$ cat config.mk
export PLATFORM = sky130hd
export DESIGN_NAME = ram_port_arbiter
export DESIGN_NICKNAME = d
export VERILOG_FILES = /design/src/rtl/ram_port_arbiter.sv
export SDC_FILE = /design/constraint.sdc
export NUM_CORES = 1
export LEC_CHECK = 0
export ABC_AREA = 1
export CAP_MARGIN = 20
export CELL_PAD_IN_SITES_DETAIL_PLACEMENT = 0
export CELL_PAD_IN_SITES_GLOBAL_PLACEMENT = 1
export CORE_AREA = 2 2 122 124
export CTS_CLUSTER_DIAMETER = 120
export DETAILED_ROUTE_END_ITERATION = 8
export DIE_AREA = 0 0 124 126
export DONT_BUFFER_PORTS = 1
export PLACE_DENSITY_LB_ADDON = 0.2
export SLEW_MARGIN = 20
export SYNTH_ARGS = -nofsm -noshare
export SYNTH_HDL_FRONTEND = slang
export SYNTH_SLANG_ARGS = --single-unit
$ cat constraint.sdc
create_clock -name clk -period 1.3 [get_ports clk]
set_input_delay 0.26 -clock clk [delete_from_list [all_inputs] [get_ports clk]]
set_output_delay 0.26 -clock clk [all_outputs]
set_load 0.02 [all_outputs]
$ cat src/rtl/ram_port_arbiter.sv
// ram_port_arbiter: shares the single-port program/data RAM between the BIOS
// loader (B), the CPU fetch port (I) and the CPU load/store port (D).
// B has fixed priority, I and D alternate, and CPU ports wait for boot-complete.
// Read data comes back one cycle after the grant, tagged to the issuing port.
module ram_port_arbiter #(
    parameter int ADDR_WIDTH = 32,
    parameter int DATA_WIDTH = 32
) (
    input  logic                    clk,
    input  logic                    rst,
    input  logic                    i_booted,

    input  logic                    b_req,
    input  logic                    b_we,
    input  logic [DATA_WIDTH/8-1:0] b_be,
    input  logic [ADDR_WIDTH-1:0]   b_addr,
    input  logic [DATA_WIDTH-1:0]   b_wdata,
    output logic                    b_gnt,
    output logic                    b_rvalid,

    input  logic                    i_req,
    input  logic [ADDR_WIDTH-1:0]   i_addr,
    output logic                    i_gnt,
    output logic                    i_rvalid,

    input  logic                    d_req,
    input  logic                    d_we,
    input  logic [DATA_WIDTH/8-1:0] d_be,
    input  logic [ADDR_WIDTH-1:0]   d_addr,
    input  logic [DATA_WIDTH-1:0]   d_wdata,
    output logic                    d_gnt,
    output logic                    d_rvalid,

    output logic [DATA_WIDTH-1:0]   o_rdata,

    output logic                    ram_en,
    output logic                    ram_we,
    output logic [DATA_WIDTH/8-1:0] ram_be,
    output logic [ADDR_WIDTH-1:0]   ram_addr,
    output logic [DATA_WIDTH-1:0]   ram_wdata,
    input  logic [DATA_WIDTH-1:0]   ram_rdata
);

    localparam int BE_WIDTH = DATA_WIDTH / 8;

    typedef enum logic [1:0] {
        SRC_B = 2'd0,
        SRC_I = 2'd1,
        SRC_D = 2'd2
    } src_e;

    // rr_last: 0 after an I grant, 1 after a D grant; the other port wins a tie.
    logic                  rr_last;
    logic                  tag_valid;
    src_e                  tag_src;
    logic                  rvalid_any;
    logic [DATA_WIDTH-1:0] rdata_hold;

    // Grant selection: BIOS first, then the CPU ports only once booted.
    always_comb begin
        b_gnt = 1'b0;
        i_gnt = 1'b0;
        d_gnt = 1'b0;
        if (!rst) begin
            if (b_req) begin
                b_gnt = 1'b1;
            end else if (i_booted) begin
                if (i_req && d_req) begin
                    if (rr_last) begin
                        i_gnt = 1'b1;
                    end else begin
                        d_gnt = 1'b1;
                    end
                end else if (i_req) begin
                    i_gnt = 1'b1;
                end else if (d_req) begin
                    d_gnt = 1'b1;
                end
            end
        end
    end

    // RAM request mux: the granted port drives the macro, otherwise all zero.
    always_comb begin
        ram_en    = 1'b0;
        ram_we    = 1'b0;
        ram_be    = '0;
        ram_addr  = '0;
        ram_wdata = '0;
        if (b_gnt) begin
            ram_en    = 1'b1;
            ram_we    = b_we;
            ram_be    = b_be;
            ram_addr  = b_addr;
            ram_wdata = b_wdata;
        end else if (i_gnt) begin
            ram_en    = 1'b1;
            ram_we    = 1'b0;
            ram_be    = {BE_WIDTH{1'b1}};
            ram_addr  = i_addr;
        end else if (d_gnt) begin
            ram_en    = 1'b1;
            ram_we    = d_we;
            ram_be    = d_be;
            ram_addr  = d_addr;
            ram_wdata = d_wdata;
        end
    end

    // Read tag and round-robin pointer; BIOS grants do not move the pointer.
    always_ff @(posedge clk) begin
        if (rst) begin
            tag_valid <= 1'b0;
            tag_src   <= SRC_B;
            rr_last   <= 1'b1;
        end else begin
            tag_valid <= ram_en && !ram_we;
            if (b_gnt) begin
                tag_src <= SRC_B;
            end else if (i_gnt) begin
                tag_src <= SRC_I;
            end else if (d_gnt) begin
                tag_src <= SRC_D;
            end
            if (i_gnt) begin
                rr_last <= 1'b0;
            end else if (d_gnt) begin
                rr_last <= 1'b1;
            end
        end
    end

    // A tag left over from the cycle before reset must not surface during reset.
    assign rvalid_any = tag_valid && !rst;
    assign b_rvalid   = rvalid_any && (tag_src == SRC_B);
    assign i_rvalid   = rvalid_any && (tag_src == SRC_I);
    assign d_rvalid   = rvalid_any && (tag_src == SRC_D);

    // Remember the last delivered word so o_rdata holds between returns.
    always_ff @(posedge clk) begin
        if (rvalid_any) begin
            rdata_hold <= ram_rdata;
        end
    end

    assign o_rdata = rvalid_any ? ram_rdata : rdata_hold;

endmodule
# Yosys cells after proc, flatten, opt, wreduce, memory -nomap -nowiden

Cells that the tools add are included.

Output and inout port bits: 108
Logic and storage cells: 54
Register bits: 36
Bits of input ports: 208

Eq/ne operators: 2
Reductions and logical operators: 12
Muxes and demuxes: 35

Operators by type and width:

| kind                                                            | count |
|---|---|
| 32-bit two-way mux                                              | 7 |
| 1-bit two-way mux                                               | 25 |
| 4-bit two-way mux                                               | 3 |
| 1-bit logical AND                                               | 6 |
| 3-bit OR reduction                                              | 1 |
| 2-bit by 1-bit == test with 1-bit output, second input constant | 1 |
| 2-bit == test, second input constant                            | 1 |
| 1-bit logical NOT                                               | 2 |
| 2-bit logical NOT                                               | 1 |
| 2-bit nonzero test                                              | 1 |
| 2-bit OR reduction                                              | 1 |

# Depth between registers and ports, before layout

Gate-level depths: netlist (run 1).

Depth after elaboration: 11
Gate-level depth with buffers: 8
Gate-level depth less buffers: 8

# Worst setup path before layout (run 1)

OpenSTA, ideal clock, no wires.

Path type: reg2out
Start point: reg rr_last
End point: out ram_addr[28]
Cell stages (with the launch flop): 7
Buffers on the path: 1
Data arrival time: 1128 ps
Setup slack: -88 ps
Data required time: 1040 ps
Cell sequence: dfxtp_1 > a21oi_1 > nand2_4 > inv_6 > buf_6 > nand2_1 > nand3_1

Cells in the longest elaborated chain, start to end: 8
Elaborated cells between the ends (all ways): 13
Classes of those cells: mux: 13

RTL lines:

| what                   | RTL line | RTL |
|---|---|---|
| start, declared        | 53       | `logic rr_last;` |
| start signal, assigned | 115      | `rr_last <= 1'b1;` |
| start signal, assigned | 126      | `rr_last <= 1'b0;` |
| start signal, assigned | 128      | `rr_last <= 1'b1;` |
| 1-bit two-way mux      | 69       | `if (rr_last) begin` |
| 1-bit two-way mux      | 68       | `if (i_req && d_req) begin` |
| 1-bit two-way mux      | 67       | `end else if (i_booted) begin` |
| 1-bit two-way mux      | 65       | `if (b_req) begin` |
| 1-bit two-way mux      | 64       | `if (!rst) begin` |
| 32-bit two-way mux     | 101      | `end else if (d_gnt) begin` |
| 32-bit two-way mux *   | 96       | `end else if (i_gnt) begin` |
| 32-bit two-way mux *   | 90       | `if (b_gnt) begin` |
| end, declared          | 39       | `output logic [ADDR_WIDTH-1:0] ram_addr,` |

Every way passes the cells marked *; elsewhere a longest branch is shown, timed or not.

# Final worst setup path (run 1)

Start point: reg rr_last
End point: out ram_addr[29]

Same word-level chain as after synthesis.

==> results of run 1 <==
==> state kept, by name, indices dropped and copies added (netlist names) <==
name	count
rdata_hold	32
tag_src	2
rr_last	1
tag_valid	1
==> repair_timing <==
item                                    in CTS  in global routing
gates resized for setup                     90                 68
buffers inserted                             4                  2
cloned                                       4                  3
endpoints found under the setup margin     107                107
pin swaps                                    3                  5
==> kinds of logic after synthesis <==
family	count (synthesis)	share of synthesized area, %
and+or+nand+nor	257	44.3
buffers and inverters	32	9.81
DFF	36	30.0
muxes	32	15.0
AOI/OAI and AO/OA	3	0.783
==> cells in the mapped netlist (all sizes together) <==
cell type    n  share of area (%)
a21oi        3               0.78
mux2        32                 15
dfxtp       36                 30
nand4        1               0.89
nor3         2               0.42
nand3       39                8.1
nor2         4                1.4
inv         12                2.2
nand2      211                 34
buf         12                5.1
clkbuf       8                2.5
==> cells in the final DEF, fill, tap and decap left out, types with 3 or more instances in the layout <==
master,n
clkbuf_16,8
buf_6,6
inv_2,3
buf_4,11
nand3_4,22
buf_12,11
nor2_4,3
nand2_2,45
nand3_2,15
mux2_4,32
nand2_1,146
dfxtp_1,33
inv_1,7
nand2_4,19
==> worst paths after layout <==
kind	from	to	depth (start not counted)
min reg2reg	rdata_hold[31]	rdata_hold[31]	1
max reg2reg	tag_valid	rdata_hold[1]	4
max	rr_last	ram_addr[29]	6
min	ram_rdata[28]	rdata_hold[28]	1
==> through the flow <==
| step | power (W) | setup slack, ns | util, % | cell area (um^2) |
|---|---|---|---|---|
| floorplan | 0.00244 | -0.0326 | - | 2610 |
| global placement | 0.00263 | -0.162 | 20.4 | 2920 |
| detailed placement | 0.00264 | -0.168 | 20.4 | 2920 |
| CTS | 0.00418 | -0.365 | 25.1 | 3600 |
| global route | 0.00437 | -0.395 | 27.2 | 3900 |
| finish | 0.00416 | -0.333 | 27.2 | 3900 |
==> layer usage <==
metal / routed length [um] / share of wire [%] / global-route usage, % / up-vias
met2: 5910 / 53 / 23.9 / 179
met1: 3880 / 35 / 13.4 / 1160
met5: 0 / 0 / 0 / -
met4: 82 / 0.74 / 3.17 / 0
li1: - / - / - / 1172
met3: 1240 / 11 / 4.17 / 4
==> worst max-delay path: stages, from the launching register on <==
cell	delay, ns
dfxtp_4	0.36
a21oi_4	0.15
nand2_4	0.09
clkinv_8	0.10
clkbuf_16	0.17
nand2_1	0.09
nand3_4	0.12
==> final cells by class <==
class	instances	area share (%)
clock inverters	1	0.193
repair buffers	34	13.2
well taps	184	5.91
flip-flops and latches	36	18.7
clock buffers	7	3.66
multi-input cells	292	56.8
inverters	12	1.54
==> power groups by stage <==
stage	clock, W	sequential, W	combinational (W)
floorplan	0	0.00141	0.00103
global placement	0	0.00142	0.00121
detailed placement	0	0.00143	0.00121
CTS	0.00127	0.00143	0.00148
global route	0.00130	0.00146	0.00160
finish	0.00121	0.00144	0.00152
==> metrics, run 1 <==
syn nets=568; share of cells above drive strength 1=50.3%; Pleak=1.87 nW; height of the die=126 um; drt first pass iters=4; CTS tree=built; clock-pin slew on the worst setup and hold paths=0.06 ns; Required @ worst endpoint=1.04 ns; yosys warns=0; antenna cell count=0; failing checks=setup timing; Worst Tran Pin Value=0.234 ns; Detailed Route Iter0 Violations=56; register area=729 um^2; hpwl dp=8270 um; worst min path class=in -> reg; pwr/cell area=roughly 1100 nW/um^2; kind of end point of the critical path=output pin; CP Max Fanout=13; first-pass GRT wire length=14900 um; status=finished, violations left; clock sink total=36; DR vias=around 2.5k; Setup TNS=-28.08 ns; H-tree depth=2; Port Buffers=0; worst-skew pair later-pin latency=0.28 ns; number of global-route vias before repair=between 2k and 3k; DRC viols=0; Core Rows=44; WL per Instance=19.6 um; # fillers=roughly 1.6k; DIE WIDTH=124 um; total routed wirelength=approximately 11000 um; Reg2Reg Setup Slack=0.10 ns; Comb power frac=between 30% and 40%; Critical Path Source Type=flip-flop; arrival time at the worst endpoint=1.37 ns; Slew Limit Fails=0; core region area=14300 um^2; Peak Freq=~610 MHz; clock share of power=29.1%; Antenna Violating Nets Remaining=0; sequential area share after synthesis=30.0%; Peak supply drop=0.453 mV; io pins=316; Final Hold Viols=0; Setup-failing EPs final=between 100 and 150; hold_ws=0.192 ns; largest net degree at the start of global routing=51; CP Class=reg -> out; dpl cells=548; average cell area after synthesis=6.66 um^2; GP Congestion=roughly 0.75; initial antenna violation count=0; die area=15600 um^2; sequential share of power=between 30% and 40%; Cells after Synth=360; non-filler instance count after layout=566; post-synthesis instance area=approximately 2400 um^2; GRT Overall Usage=approximately an eighth; synthesis-to-finish area growth=62.5%; Layout Nets=589; fraction of power spent switching nets=34.9%; final worst path period share=126%; NetSw=0.00145 W; max-cap violation count=0; Synth Register Bits=36; Clock Path Buffers=2; # hold bufs at CTS=0; TritonCTS Buffers=5; area of the multi-input gates=2210 um^2; Netlist cell types=21; RSZ-0062 raised after global routing=true; Final Worst Setup Slack=-0.333 ns; Starting Density=between 10% and 20%; vias per cell=4.44; Tmin final=between 1.5 and 2 ns; total gr overflow=0; Rel. slew slack=84.4%; internal power=0.00271 W; root buf cell=clkbuf_16; Layout Skew=0.00392 ns
Note: power is estimated with default switching activity, not from simulation.
==> inputs of run 2 (changes only) <==
- GPL_ROUTABILITY_DRIVEN: not set -> 0
- RECOVER_POWER: not set -> 25
- REMOVE_ABC_BUFFERS: not set -> 1
==> metrics, run 2 (same netlist as run 1, synthesis figures left out) <==
status=finished, violations left; failing checks=setup timing; CP Max Fanout=14; dpl cells=approximately 560; Worst Tran Pin Value=0.269 ns; Clock Path Buffers=2; largest net degree at the start of global routing=24; Setup-failing EPs final=107; core region area=14300 um^2; drt first pass iters=4; Detailed Route Iter0 Violations=123; GRT Overall Usage=14.1%; H-tree depth=2; Antenna Violating Nets Remaining=0; share of cells above drive strength 1=a little over half; met3 Use GR=around 3.5%; initial antenna violation count=0; Starting Density=16.8%; worst-skew pair later-pin latency=~0.27 ns; Required @ worst endpoint=approximately 1.0 ns; number of global-route vias before repair=2791; Pleak=around 2.2 nW; worst min path class=in -> reg; total routed wirelength=11800 um; commonest non-fill, non-tap cell in the layout=nand2_1; pwr/cell area=966 nW/um^2; max-cap violation count=0; arrival time at the worst endpoint=1.44 ns; root buf cell=clkbuf_16; Top Registers=rdata_hold: 32 flops, tag_src: 2 flops; Final Worst Setup Slack=-0.402 ns; CP Class=reg -> out; commonest non-fill, non-tap cells in the layout=nand2_1 (135), nand2_4 (42), nand2_2 (33), dfxtp_1 (33), mux2_4 (27); Rel. slew slack=82.1%; Peak Freq=588 MHz; final worst path period share=131%; DRC viols=0; GR peak layer=met2; kind of end point of the critical path=output pin; Layout Nets=608; WL per Instance=20.1 um; TritonCTS Buffers=5; height of the die=126 um; Port Buffers=0; clock sink total=36; non-filler instance count after layout=585; hpwl dp=8620 um; Final Hold Viols=0; CTS tree=built; vias per cell=4.57; Core Rows=44; Layout Skew=0.00432 ns; die area=15600 um^2; Tmin final=roughly 1.7 ns; Critical Path Source Type=flip-flop; first-pass GRT wire length=16400 um; GR Util met1=15.1%; synthesis-to-finish area growth=77.8%; antenna cell count=0; total gr overflow=0; # hold bufs at CTS=0; clock-pin slew on the worst setup and hold paths=0.06 ns; RSZ-0062 raised after global routing=true; DIE WIDTH=124 um; DP Worst Slack=-0.221 ns; DR vias=2671; Slew Limit Fails=0; Peak supply drop=0.455 mV; max reg flops=32; met2 Use GR=a little over a quarter; Top reg by flops=rdata_hold; io pins=316; hold_ws=0.196 ns; final core occ=29.8%
-- run 2: timing repair --
action / in CTS / in global routing
hold endpoints to repair: 0 / 0
resized for setup: 200 / 69
cloned: 9 / 1
pin swaps: 30 / 27
buffers inserted: 13 / 2
setup endpoints to repair: 108 / 109
-- run 2: layout make-up --
| type | instances | area (um^2) |
|---|---|---|
| Timing Repair Buffer | 53 | 727 |
| Multi-Input combinational cell | 292 | 2360 |
| Sequential cell | 36 | 729 |
| Tap cell | 184 | 230 |
| Clock buffer | 5 | 125 |
| Fill cell | 1527 | 10000 |
| Clock inverter | 3 | 18.8 |
| Inverter | 12 | 75.1 |
-- run 2: routing by layer --
| layer | share of wire [%] | routed length, um | vias up |
|---|---|---|---|
| met5 | 0 | 0 | - |
| met4 | 2.8 | 333 | 0 |
| met3 | 7.8 | 915 | 22 |
| met2 | 54 | 6400 | 172 |
| met1 | 35 | 4120 | 1262 |
| li1 | - | - | 1215 |
-- run 2: metrics by stage --
stage / setup TNS (ns) / total power [W] / cell area [um^2]
after global placement: -12.48 / 0.00263 / 2840
after floorplan: -36.10 / 0.00238 / 2220
after global routing: -37.75 / 0.00432 / 4260
final: -30.82 / 0.00412 / 4260
after detailed placement: -13.05 / 0.00264 / 2840
after CTS: -36.27 / 0.00421 / 4160
-- run 2: worst max-delay path, stage by stage, from the launching register on --
cell and delay, ns:
dfxtp_4 0.36, a21oi_2 0.05, buf_4 0.13, nand2_4 0.08, clkinv_8 0.09, buf_12 0.16
nand2_1 0.07, nand3_2 0.08, buf_6 0.14
-- run 2: path summary, 6_finish.rpt --
| check | startpoint | to | slack [ns] | cells past startpoint |
|---|---|---|---|---|
| worst min-delay path | ram_rdata[26] | rdata_hold[26] | 0.20 | 1 |
| worst max-delay path | rr_last | ram_addr[18] | -0.40 | 8 |
| worst min register to register | tag_src[0] | tag_src[0] | 0.50 | 2 |
| worst max register to register | tag_valid | rdata_hold[6] | 0.04 | 3 |
-- run 2: power breakdown --
group | internal, W | leakage [nW] | switching, W
registers | 0.00136 | 0.304 | 0.0000713
clock network | 0.000704 | 0.0736 | 0.000422
logic | 0.000620 | 1.78 | 0.000944
total | 0.00268 | 2.15 | 0.00144
==> inputs of run 3 (changes only) <==
- GPL_TIMING_DRIVEN: not set -> 0
- PLACE_DENSITY: not set -> 0.48
- PLACE_DENSITY_LB_ADDON: 0.2 -> not set
==> metrics, run 3 (same netlist as run 1, synthesis figures left out) <==
Peak Freq=583 MHz; arrival time at the worst endpoint=between 1 and 1.5 ns; drt first pass iters=4; vias per cell=between 4 and 5; Starting Density=between 10% and 20%; Pleak=1.81 nW; status=finished, violations left; # hold bufs at CTS=0; Setup-failing EPs final=between 100 and 150; Detailed Route Iter0 Violations=85; clock sink total=36; Layout Skew=0.00193 ns; clock-pin slew on the worst setup and hold paths=approximately 0.050 ns; DP Worst Slack=-0.559 ns; Peak supply drop=0.499 mV; CTS tree=built; initial antenna violation count=1; height of the die=between 100 and 150 um; Required @ worst endpoint=about 1.0 ns; die area=15600 um^2; TritonCTS Buffers=5; H-tree depth=2; Clock Path Buffers=2; Tmin final=about 1.7 ns; worst min path class=in -> reg; Setup TNS=-34.97 ns; Layout Nets=between 500 and 600; CP Class=reg -> out; max-cap violation count=0; root buf cell=clkbuf_16; total chip power=around 0.0042 W; DIE WIDTH=roughly 120 um; Core Rows=44; area of the multi-input gates=2300 um^2; synthesis-to-finish area growth=60.2%; CP Max Fanout=8; # fillers=approximately 1.6k; share of cells above drive strength 1=between 50% and 60%; max reg flops=32; kind of end point of the critical path=output pin; WL per Instance=21.4 um; GRT Overall Usage=14.1%; Final Hold Viols=0; Port Buffers=0; Antenna Violating Nets Remaining=0; pwr/cell area=1100 nW/um^2; Rel. slew slack=67.9%; commonest non-fill, non-tap cells in the layout=nand2_1 (137), nand2_2 (52), dfxtp_1 (33); final core occ=26.8%; total gr overflow=0; register area=729 um^2; worst-skew pair later-pin latency=0.27 ns; core region area=~14000 um^2; Critical Path Source Type=flip-flop; first-pass GRT wire length=16100 um; total routed wirelength=about 12000 um; failing checks=setup timing; Worst Tran Pin Value=0.480 ns; DR vias=2588; Slew Limit Fails=0; hold_ws=0.148 ns; Final Worst Setup Slack=-0.414 ns; DRC viols=0; largest net degree at the start of global routing=36; final worst path period share=132%; commonest non-fill, non-tap cell in the layout=nand2_1; number of global-route vias before repair=around 2.6k; Top Registers=rdata_hold: 32 flops, tag_src: 2 flops; hpwl dp=around 7600 um; io pins=316; Top reg by flops=rdata_hold; RSZ-0062 raised after global routing=true
-- run 3: where the power goes --
group	switching [W]	internal (W)
clock network	0.000413	0.00101
logic	0.000934	0.000461
registers	0.0000660	0.00136
total	0.00141	0.00283
-- run 3: path summary, 6_finish.rpt --
| path | startpoint | end | slack [ns] | cells after the start |
|---|---|---|---|---|
| max reg2reg | rr_last | rr_last | -0.07 | 9 |
| min | rst | rr_last | 0.15 | 2 |
| min reg2reg | rr_last | rr_last | 0.49 | 2 |
| max | rr_last | ram_addr[14] | -0.41 | 6 |
-- run 3: critical path, cell delays in order (launching register included) --
cell,delay (ns)
dfxtp_4,0.37
a21oi_4,0.06
buf_12,0.12
nand2_8,0.21
clkinv_8,0.14
nand2_1,0.10
nand3_2,0.15
-- run 3: final cells by class --
class                           instances  share of cell area (%)
Tap cell                              184                    5.99
Clock inverter                          1                   0.782
Clock buffer                            7                    3.97
Sequential cell                        36                    19.0
Multi-Input combinational cell        294                    59.9
Timing Repair inverter                 11                    3.84
Inverter                               12                    2.02
Antenna cell                            1                  0.0651
Timing Repair Buffer                   13                    4.43
-- run 3: per-stage QoR --
step | cell area, um^2 | std cells
after global placement | 2450 | 524
final | 3840 | 559
after global routing | 3840 | 559
after detailed placement | 2490 | 526
after CTS | 3380 | 551
after floorplan | 2220 | 340
-- run 3: repair_timing --
action	in CTS	in global routing
endpoints found under the hold margin	0	0
buffers inserted	7	4
resized for setup	135	94
pin swaps	5	23
setup endpoints to repair	140	108
gates cloned	10	3
-- run 3: routing by layer --
| metal | share of wire (%) | track usage [%] | vias to the layer above |
|---|---|---|---|
| met5 | 0 | 0 | - |
| met1 | 38 | 16.2 | 1221 |
| met3 | 8.2 | 4.26 | 16 |
| li1 | - | - | 1167 |
| met2 | 52 | 23.5 | 184 |
| met4 | 2.5 | 6.54 | 0 |
